## src/rtl/uart_rx_fifo.sv

```systemverilog
// UART receiver with mid-bit 3-sample majority vote, per-character error tags and a show-ahead
// receive FIFO with sticky overrun. Define UART_RX_TIMEOUT_EN to add the idle timeout pulse.
module uart_rx_fifo #(
    parameter int unsigned BTU_WIDTH   = 21,
    parameter int unsigned FIFO_DEPTH  = 16,
    parameter int unsigned LEVEL_WIDTH = 5
) (
    input  logic                   clock,
    input  logic                   reset_in,
    input  logic [BTU_WIDTH-1:0]   btu,
    input  logic [1:0]             csize,
    input  logic                   parenb,
    input  logic                   parodd,
    input  logic                   rxd,
    input  logic                   rd_en,
    output logic                   rd_valid,
    output logic [7:0]             rd_char,
    output logic                   rd_parity_err,
    output logic                   rd_frame_err,
    output logic                   rd_break,
    output logic [LEVEL_WIDTH-1:0] level,
    output logic                   overrun,
    input  logic                   overrun_clr
`ifdef UART_RX_TIMEOUT_EN
    ,
    output logic                   timeout
`endif
);
    localparam int unsigned AW = LEVEL_WIDTH - 1;
    localparam logic [BTU_WIDTH-1:0] BtuOne = BTU_WIDTH'(1);
    localparam logic [LEVEL_WIDTH-1:0] PtrOne = LEVEL_WIDTH'(1);
    localparam logic [LEVEL_WIDTH-1:0] Depth = LEVEL_WIDTH'(FIFO_DEPTH);

    typedef enum logic [2:0] {StIdleWait, StHunt, StStart, StData, StParity, StStop} state_e;

    logic                 sync1_q, sync2_q, prev_q;
    state_e               state_q;
    logic [BTU_WIDTH-1:0] cnt_q, btu_q;
    logic [1:0]           csize_q;
    logic                 parenb_q, parodd_q;
    logic [2:0]           bit_idx_q;
    logic [7:0]           data_q;
    logic                 par_q, any_one_q, s0_q, s1_q;
    logic                 commit_q;
    logic [10:0]          entry_q;

    logic [BTU_WIDTH-1:0] mid;
    logic                 maj, last_data, bit_end, vote;

    assign mid       = btu_q >> 1;
    assign maj       = (s0_q & s1_q) | (s0_q & sync2_q) | (s1_q & sync2_q);
    assign last_data = bit_idx_q == (3'd4 + {1'b0, csize_q});
    assign bit_end   = cnt_q == btu_q;
    assign vote      = cnt_q == mid + BtuOne;

    always_ff @(posedge clock or negedge reset_in) begin
        if (!reset_in) begin
            sync1_q   <= 1'b1;
            sync2_q   <= 1'b1;
            prev_q    <= 1'b1;
            state_q   <= StHunt;
            cnt_q     <= '0;
            btu_q     <= '0;
            csize_q   <= '0;
            parenb_q  <= 1'b0;
            parodd_q  <= 1'b0;
            bit_idx_q <= '0;
            data_q    <= '0;
            par_q     <= 1'b0;
            any_one_q <= 1'b0;
            s0_q      <= 1'b1;
            s1_q      <= 1'b1;
            commit_q  <= 1'b0;
            entry_q   <= '0;
        end else begin
            sync1_q  <= rxd;
            sync2_q  <= sync1_q;
            prev_q   <= sync2_q;
            commit_q <= 1'b0;
            if (cnt_q == mid - BtuOne) s0_q <= sync2_q;
            if (cnt_q == mid) s1_q <= sync2_q;
            unique case (state_q)
                StIdleWait: begin
                    if (!sync2_q) begin
                        cnt_q <= '0;
                    end else if (bit_end) begin
                        cnt_q   <= '0;
                        state_q <= StHunt;
                    end else begin
                        cnt_q <= cnt_q + BtuOne;
                    end
                end
                StHunt: begin
                    // Line configuration is frozen from the start edge to the end of the frame.
                    btu_q    <= btu;
                    csize_q  <= csize;
                    parenb_q <= parenb;
                    parodd_q <= parodd;
                    if (!sync2_q && prev_q) begin
                        state_q   <= StStart;
                        cnt_q     <= BtuOne;
                        data_q    <= '0;
                        bit_idx_q <= '0;
                        any_one_q <= 1'b0;
                    end
                end
                StStart: begin
                    if (vote && maj) begin
                        state_q <= StHunt;
                    end else if (bit_end) begin
                        cnt_q   <= '0;
                        state_q <= StData;
                    end else begin
                        cnt_q <= cnt_q + BtuOne;
                    end
                end
                StData: begin
                    if (vote) begin
                        data_q[bit_idx_q] <= maj;
                        if (maj) any_one_q <= 1'b1;
                    end
                    if (bit_end) begin
                        cnt_q     <= '0;
                        bit_idx_q <= bit_idx_q + 3'd1;
                        if (last_data) state_q <= parenb_q ? StParity : StStop;
                    end else begin
                        cnt_q <= cnt_q + BtuOne;
                    end
                end
                StParity: begin
                    if (vote) begin
                        par_q <= maj;
                        if (maj) any_one_q <= 1'b1;
                    end
                    if (bit_end) begin
                        cnt_q   <= '0;
                        state_q <= StStop;
                    end else begin
                        cnt_q <= cnt_q + BtuOne;
                    end
                end
                StStop: begin
                    if (vote) begin
                        commit_q <= 1'b1;
                        entry_q  <= {~(any_one_q | maj), ~maj,
                                     parenb_q & ((^data_q ^ par_q) != parodd_q), data_q};
                        cnt_q    <= '0;
                        state_q  <= maj ? StHunt : StIdleWait;
                    end else begin
                        cnt_q <= cnt_q + BtuOne;
                    end
                end
                default: state_q <= StHunt;
            endcase
        end
    end

    logic [10:0]            mem [FIFO_DEPTH];
    logic [LEVEL_WIDTH-1:0] wr_ptr_q, rd_ptr_q;
    logic                   full, pop, push, overrun_q;
    logic [10:0]            head;

    assign level    = wr_ptr_q - rd_ptr_q;
    assign rd_valid = level != '0;
    assign full     = level == Depth;
    assign pop      = rd_en & rd_valid;
    // A same-cycle pop frees the slot the commit needs.
    assign push     = commit_q & (~full | pop);
    assign head     = rd_valid ? mem[rd_ptr_q[AW-1:0]] : '0;
    assign {rd_break, rd_frame_err, rd_parity_err, rd_char} = head;
    assign overrun  = overrun_q;

    always_ff @(posedge clock) begin
        if (push) mem[wr_ptr_q[AW-1:0]] <= entry_q;
    end

    always_ff @(posedge clock or negedge reset_in) begin
        if (!reset_in) begin
            wr_ptr_q  <= '0;
            rd_ptr_q  <= '0;
            overrun_q <= 1'b0;
        end else begin
            if (push) wr_ptr_q <= wr_ptr_q + PtrOne;
            if (pop) rd_ptr_q <= rd_ptr_q + PtrOne;
            if (commit_q && full && !pop) overrun_q <= 1'b1;
            else if (overrun_clr) overrun_q <= 1'b0;
        end
    end

`ifdef UART_RX_TIMEOUT_EN
    localparam int unsigned TW = BTU_WIDTH + 6;

    logic [TW-1:0]    tmo_cnt_q, tmo_limit;
    logic [BTU_WIDTH:0] bit_clks;
    logic [3:0]       frame_bits;
    logic             tmo_armed_q, timeout_q;

    assign bit_clks   = {1'b0, btu_q} + (BTU_WIDTH + 1)'(1);
    assign frame_bits = 4'd7 + {2'b0, csize_q} + {3'b0, parenb_q};
    assign tmo_limit  = (TW'(bit_clks) * TW'(frame_bits)) << 2;
    assign timeout    = timeout_q;

    always_ff @(posedge clock or negedge reset_in) begin
        if (!reset_in) begin
            tmo_cnt_q   <= '0;
            tmo_armed_q <= 1'b0;
            timeout_q   <= 1'b0;
        end else begin
            timeout_q <= 1'b0;
            if (commit_q || pop) begin
                tmo_cnt_q   <= '0;
                tmo_armed_q <= 1'b1;
            end else if (state_q != StHunt || !rd_valid) begin
                tmo_cnt_q <= '0;
            end else if (tmo_armed_q) begin
                if (tmo_cnt_q == tmo_limit - TW'(1)) begin
                    timeout_q   <= 1'b1;
                    tmo_armed_q <= 1'b0;
                end else begin
                    tmo_cnt_q <= tmo_cnt_q + TW'(1);
                end
            end
        end
    end
`endif

endmodule

```

## config.mk

```make
export PLATFORM = sky130hd
export DESIGN_NAME = uart_rx_fifo
export DESIGN_NICKNAME = d
export VERILOG_FILES = /design/src/rtl/uart_rx_fifo.sv
export SDC_FILE = /design/constraint.sdc
export NUM_CORES = 1
export LEC_CHECK = 0
export CORE_AREA = 2 2 178 180
export DETAILED_ROUTE_END_ITERATION = 8
export DIE_AREA = 0 0 180 182
export GPL_TIMING_DRIVEN = 0
export PLACE_DENSITY_LB_ADDON = 0.2
export SLEW_MARGIN = 20
export SYNTH_ARGS = -nofsm -noshare
export SYNTH_HDL_FRONTEND = slang
export SYNTH_SLANG_ARGS = --single-unit
```

## constraint.sdc

```tcl
create_clock -name clock -period 7 [get_ports clock]
set_clock_uncertainty 0.15 [all_clocks]
set_input_delay 1.4 -clock clock [delete_from_list [all_inputs] [get_ports clock]]
set_output_delay 1.4 -clock clock [all_outputs]
set_load 0.01 [all_outputs]
```

==> flow_summary.ini, run 1 <==
[outcome]
status = completed

[synth]
seq_area_frac_synth_pct = 57.9
synth_edf_count = 176
yosysWarnings = 0
ys_ff_latch = 266
yosysMostFrequentCell = edfxtp_1
synthCells = 980
synthTopCellsByArea = edfxtp_1, dfrtp_1, mux4_2
avgSynthCellArea_sq_um = 13.3
ys_types = 70
synth_flop_cell = edfxtp_1
synth_nets = 1024
synth_largest_area_cell = edfxtp_1
syn-cell-area_sq_mm = 0.0130
synthArstFlopShare_pct = 33.8
yosys-top-cells-count = edfxtp_1, dfrtp_1, nor2_1
synth_top_area_share_pct = 40.5

[route]
antenna_left = 0
via_per_inst = 5.58
drt_iter0_markers = 615
wl_per_cell_um = 20.0
routed.top_layer = met4
dr_wl_met3_mm = 1.13
vias = 8308
dr.pass1.iters = 5
wl_mm = 29.8
met2_length_mm = 14.8
drc_errors = 0
wl_met1_mm = 13.2

[hold_path]
hp-start = sync1_q
hold_path_class = reg -> reg

[floorplan]
start_util_pct = 42.1
die_w_um = 180
ios = 48
rows = 65
dieArea_sq_mm = 0.0328
die_h_um = 182
core_sq_mm = 0.0310

[global_routing]
overflow = 0
grt_pass1_wl_mm = 47.9
grt_antenna_before_repair = 0
grt_start_max_net_pins = 56
grt_pass1_vias = 8375
grt_use_total_pct = 18.4

[worst_setup_path]
cp_max_fo = 10
path_cells = clkbuf_1 > clkbuf_1 > inv_1 > ha_1 > a21o_1 > a21oi_1 > xnor2_1 > or4_1 > nor2_1 > clkbuf_1 > nor2b_1 > clkdlybuf4s50_1
worst-setup-path-type = reg -> out
required_ns = 5.45
crit_path_frequent_cell = clkbuf_1
critPathMaxStageDelay_ns = 0.60
crit_family = buffers and inverters
crit_path_start_kind = register
worstSetupStartpoint = rd_ptr_q[1]
regToRegStartpoint = rd_ptr_q[1]
slowest_stage = clkbuf_1
crit_buf_inv = 5
endpoint_kind = primary output
worstPathArrival_ns = 4.88

[layout]
area_growth_pct = 16.1
fill_cells = 2693
drive_gt1_share_pct = 17.5
final_net_count = 1108
fin_util_pct = 48.8
num_antenna_cells = 0

[power]
p_leak_nw = 5.95
vdd_drop_max_v = 0.000293
fin_total_pwr_w = 0.00388
power_density_mw_per_mm2 = 257

[cts]
cts_tree = done
clkLatencyLatePin_ns = 0.57
clock_sinks = 266
path_clk_slew_ns = 0.06
postCtsHoldBufs = 0
htreeDepth = 1
clock_path_buffers = 3
cts_buffers = 30
post_cts_buffers = 0
post_cts_resized = 0
root_buffer = clkbuf_16

[timing]
tns_ns = 0
hold_ws_ns = 0.205
hold_viol_final = 0
fin_crit_sh_pct = 91.9
setup_slack_ns = 0.566
setup_viol = 0
relSlewSlack_pct = 30.0
timing.fmax_mhz = 155
min_period_ns = 6.43
finalMaxSlewViolations = 0
tightest_slew_ns = 1.05
rsz0062_at_grt = no

[run]
drv_cap = 0

[placement]
port-buffer-count = 47
hpwl_mm = 20.9
place.gp.congestion = 0.880
dp_slack_ns = 1.01
sequential cells by signal (all words and copies together), names as in the netlist, 3 cells and up:
register and flops:
rd_ptr_q 5, btu_q 21, wr_ptr_q 5, data_q 8
mem 176, cnt_q 21, bit_idx_q 3, entry_q 11
state_q 3
routing by layer:
layer  vias up  global-route usage [%]
met5         -                       0
met4         0                    4.62
met3        51                    2.59
met2       183                    32.2
met1      4154                    24.4
li1       3920                       -
worst paths after layout:
kind,cells after the start,to,slack (ns)
max reg2reg,13,mem[6][6],2.32
min in group asynchronous,1,btu_q[8],0.57
min reg2reg,0,sync2_q,0.21
max,12,rd_char[2],0.57
max in group asynchronous,2,entry_q[8],5.53
min,0,sync2_q,0.21
report_power, final:
group | total, W | switching, W | internal, W
logic | 0.000567 | 0.000312 | 0.000255
clock network | 0.00160 | 0.000649 | 0.000946
registers | 0.00172 | 0.0000343 | 0.00169
area by class of cell:
| cell class | instances | area (sq um) | area share, % |
|---|---|---|---|
| timing repair buffer | 52 | 529 | 3.50 |
| clock buffer | 35 | 779 | 5.15 |
| buffer | 74 | 320 | 2.12 |
| tap | 402 | 503 | 3.32 |
| clock inverter | 21 | 235 | 1.55 |
| inverter | 26 | 97.6 | 0.645 |
| multi-input combinational | 614 | 5120 | 33.9 |
| sequential | 266 | 7540 | 49.9 |
per-stage QoR:
stage / cell area (sq um) / instances
3_5_place_dp: 14100 / 1434
4_1_cts: 15100 / 1490
3_3_place_gp: 14000 / 1429
5_1_grt: 15100 / 1490
2_1_floorplan: 13000 / 980
6_report: 15100 / 1490
kinds of logic (layout without fill, tap and decap cells):
family          Yosys count  in the layout  synth area share, %
xor+xnor                 80             80                 5.38
fa+ha+maj                14             14                 1.40
buf+inv                 100            208                 3.20
compound gates          144            144                 7.75
simple gates            290            290                 12.1
flops                   266            266                 57.9
mux                      86             86                 12.3
cells in the final DEF, fill, tap and decap left out, types with 8 or more instances in the layout:
cell,n
edfxtp_1,176
dfrtp_1,84
mux4_2,55
nor2_1,49
nand2_1,46
clkdlybuf4s50_1,46
clkbuf_1,44
xor2_1,43
xnor2_1,37
o21ai_0,36
clkbuf_16,30
nor3_1,28
nand3_1,27
mux2_2,26
inv_1,25
nor2b_1,23
a21oi_1,20
buf_2,19
nand4_1,18
and3_1,18
o211ai_1,14
or3_1,13
ha_1,13
nor4_1,11
a22o_1,11
buf_1,9
clkinv_1,9
nor3b_1,8
nor2_2,8
a31oi_1,8
a221o_1,8
o311ai_0,8
Note: power is estimated with default switching activity, not from simulation.
==> run 2, diff against run 1 <==
--- a/config.mk
+++ b/config.mk
@@ -5,10 +5,10 @@
 export SDC_FILE = /design/constraint.sdc
 export NUM_CORES = 1
 export LEC_CHECK = 0
+export CAP_MARGIN = 20
 export CORE_AREA = 2 2 178 180
 export DETAILED_ROUTE_END_ITERATION = 8
 export DIE_AREA = 0 0 180 182
-export GPL_TIMING_DRIVEN = 0
 export PLACE_DENSITY_LB_ADDON = 0.2
 export SLEW_MARGIN = 20
 export SYNTH_ARGS = -nofsm -noshare
==> run 2 against run 1 <==
Utilization shrank 1.3 points. Combinational power fell by 15%. Critical endpoint is now rd_char[5]. Clock power is 7% lower. Final cell count is 4.7% lower. Non-clock buffer count decreased by 68. Register-to-register slack improved by 0.19 ns. Highest routed layer unchanged.
==> flow_summary.ini, run 2 (synthesis results as in run 1) <==
[layout]
largest_reg_flops = 176
layout_commonest_cell = edfxtp_1
layout_common_cells = edfxtp_1, dfrtp_1, mux4_2
final_net_count = 1039
fill_cells = 2740
area_growth_pct = 12.9
drive_gt1_share_pct = 16.2
register_area_sq_mm = 0.00755
instances_no_fill = 1420
num_antenna_cells = 0
multi_input_area_sq_mm = 0.00510

[route]
vias = 7977
drc_errors = 0
wl_mm = 27.7
antenna_left = 0
via_per_inst = 5.62
drt_iter0_markers = 566
wl_per_cell_um = 19.5
dr.pass1.iters = 4

[cts]
cts_buffers = 29
cts_tree = done
root_buffer = clkbuf_16
postCtsHoldBufs = 0
path_clk_slew_ns = 0.06
post_cts_resized = 0
clock_sinks = 266
clock_path_buffers = 3
post_cts_buffers = 0
htreeDepth = 1
clkLatencyLatePin_ns = 0.56

[placement]
place.gp.congestion = 0.853
port-buffer-count = 47
dp.cells = 1366
hpwl_mm = 19.0

[worst_setup_path]
endpoint_kind = primary output
worstPathArrival_ns = 3.81
crit_path_start_kind = register
critPathMaxStageDelay_ns = 0.80
worst-setup-path-type = reg -> out
path_cells = inv_1 > ha_1 > a21o_1 > a21oi_1 > xnor2_1 > or4_1 > nor2_1 > buf_4 > nor2b_1 > clkdlybuf4s50_1
required_ns = 5.45
cp_max_fo = 27
slowest_stage = dfrtp_2

[floorplan]
ios = 48
core_sq_mm = 0.0310
rows = 65
start_util_pct = 42.1
die_w_um = 180
dieArea_sq_mm = 0.0328
die_h_um = 182

[global_routing]
grt_antenna_before_repair = 0
grt_start_max_net_pins = 48
grt_use_total_pct = 17.1
grt_pass1_wl_mm = 44.9
grt_pass1_vias = 7998
overflow = 0

[power]
power_density_mw_per_mm2 = 253
p_clk_share_pct = 39.9
p_comb_share_pct = 12.9
seqPwrFrac_pct = 47.2
p_leak_nw = 5.75
p_int_w = 0.00278
p_switching_w = 0.000952
vdd_drop_max_v = 0.000160
power_switching_share_pct = 25.5

[timing]
relSlewSlack_pct = 29.2
timing.fmax_mhz = 187
tns_ns = 0
finalMaxSlewViolations = 0
setup_viol = 0
fin_crit_sh_pct = 76.6
min_period_ns = 5.36
hold_viol_final = 0
rsz0062_at_grt = no
tightest_slew_ns = 1.06

[hold_path]
hold_path_class = reg -> reg

[run]
drv_cap = 0

[outcome]
status = completed
==> run 2: cell types whose count changed in the layout (fill, tap and decap cells not counted), sizes merged <==
| cell | delta |
|---|---|
| clkbuf | -45 |
| buf | -25 |
| bufinv | -2 |
| inv | +2 |
==> run 2: power groups by stage <==
| stage | logic (W) | registers (W) | clock network [W] |
|---|---|---|---|
| floorplan | 0.000386 | 0.00174 | 0 |
| global placement | 0.000495 | 0.00179 | 0 |
| detailed placement | 0.000497 | 0.00179 | 0 |
| CTS | 0.000499 | 0.00176 | 0.00152 |
| global route | 0.000538 | 0.00177 | 0.00158 |
| finish | 0.000483 | 0.00176 | 0.00149 |
==> run 2: metrics by stage <==
step | hold slack (ns) | setup slack [ns] | power (W) | utilization [%] | area (sq um)
finish | 0.204 | 1.64 | 0.00373 | 47.5 | 14700
global route | 0.202 | 1.25 | 0.00389 | 47.5 | 14700
CTS | 0.206 | 1.54 | 0.00378 | 47.5 | 14700
detailed placement | 0.199 | 2.16 | 0.00229 | 44.5 | 13800
global placement | 0.197 | 1.88 | 0.00229 | 44.5 | 13800
floorplan | 0.195 | 2.58 | 0.00213 | - | 13000
==> run 2: worst max-delay path: cells and delay by family (launching register included) <==
family / cells / cell delay [ns]
AND/OR/NAND/NOR: 3 / 0.86
adder cells (fa/ha/maj): 1 / 0.30
XOR/XNOR: 1 / 0.10
flip-flops: 1 / 0.80
AO/OA/AOI/OAI: 2 / 0.33
buffers and inverters: 3 / 0.86
==> run 2: worst paths after layout <==
check,startpoint,endpoint,slack [ns],cells past startpoint
max in group asynchronous,reset_in,rd_ptr_q[0],4.95,2
min in group asynchronous,reset_in,btu_q[8],0.67,1
setup reg to reg,btu_q[3],cnt_q[17],2.51,9
hold reg to reg,sync1_q,sync2_q,0.20,0
setup / recovery,rd_ptr_q[1],rd_char[5],1.64,10
hold / removal,sync1_q,sync2_q,0.20,0
==> run 2: metal layers <==
| metal | routed length, um | global-route usage (%) | vias up |
|---|---|---|---|
| li1 | - | - | 3768 |
| met1 | 12500 | 23.2 | 3989 |
| met2 | 13300 | 28.4 | 168 |
| met3 | 995 | 2.31 | 52 |
| met4 | 892 | 5.72 | 0 |
| met5 | 0 | 0 | - |
==> run 2: final cells by class <==
cell class | instances | share of cell area (%)
multi-input combinational | 614 | 34.6
sequential | 266 | 51.3
clock buffer | 33 | 5.10
tap | 402 | 3.42
timing repair buffer | 58 | 3.74
clock inverter | 21 | 1.19
inverter | 26 | 0.663
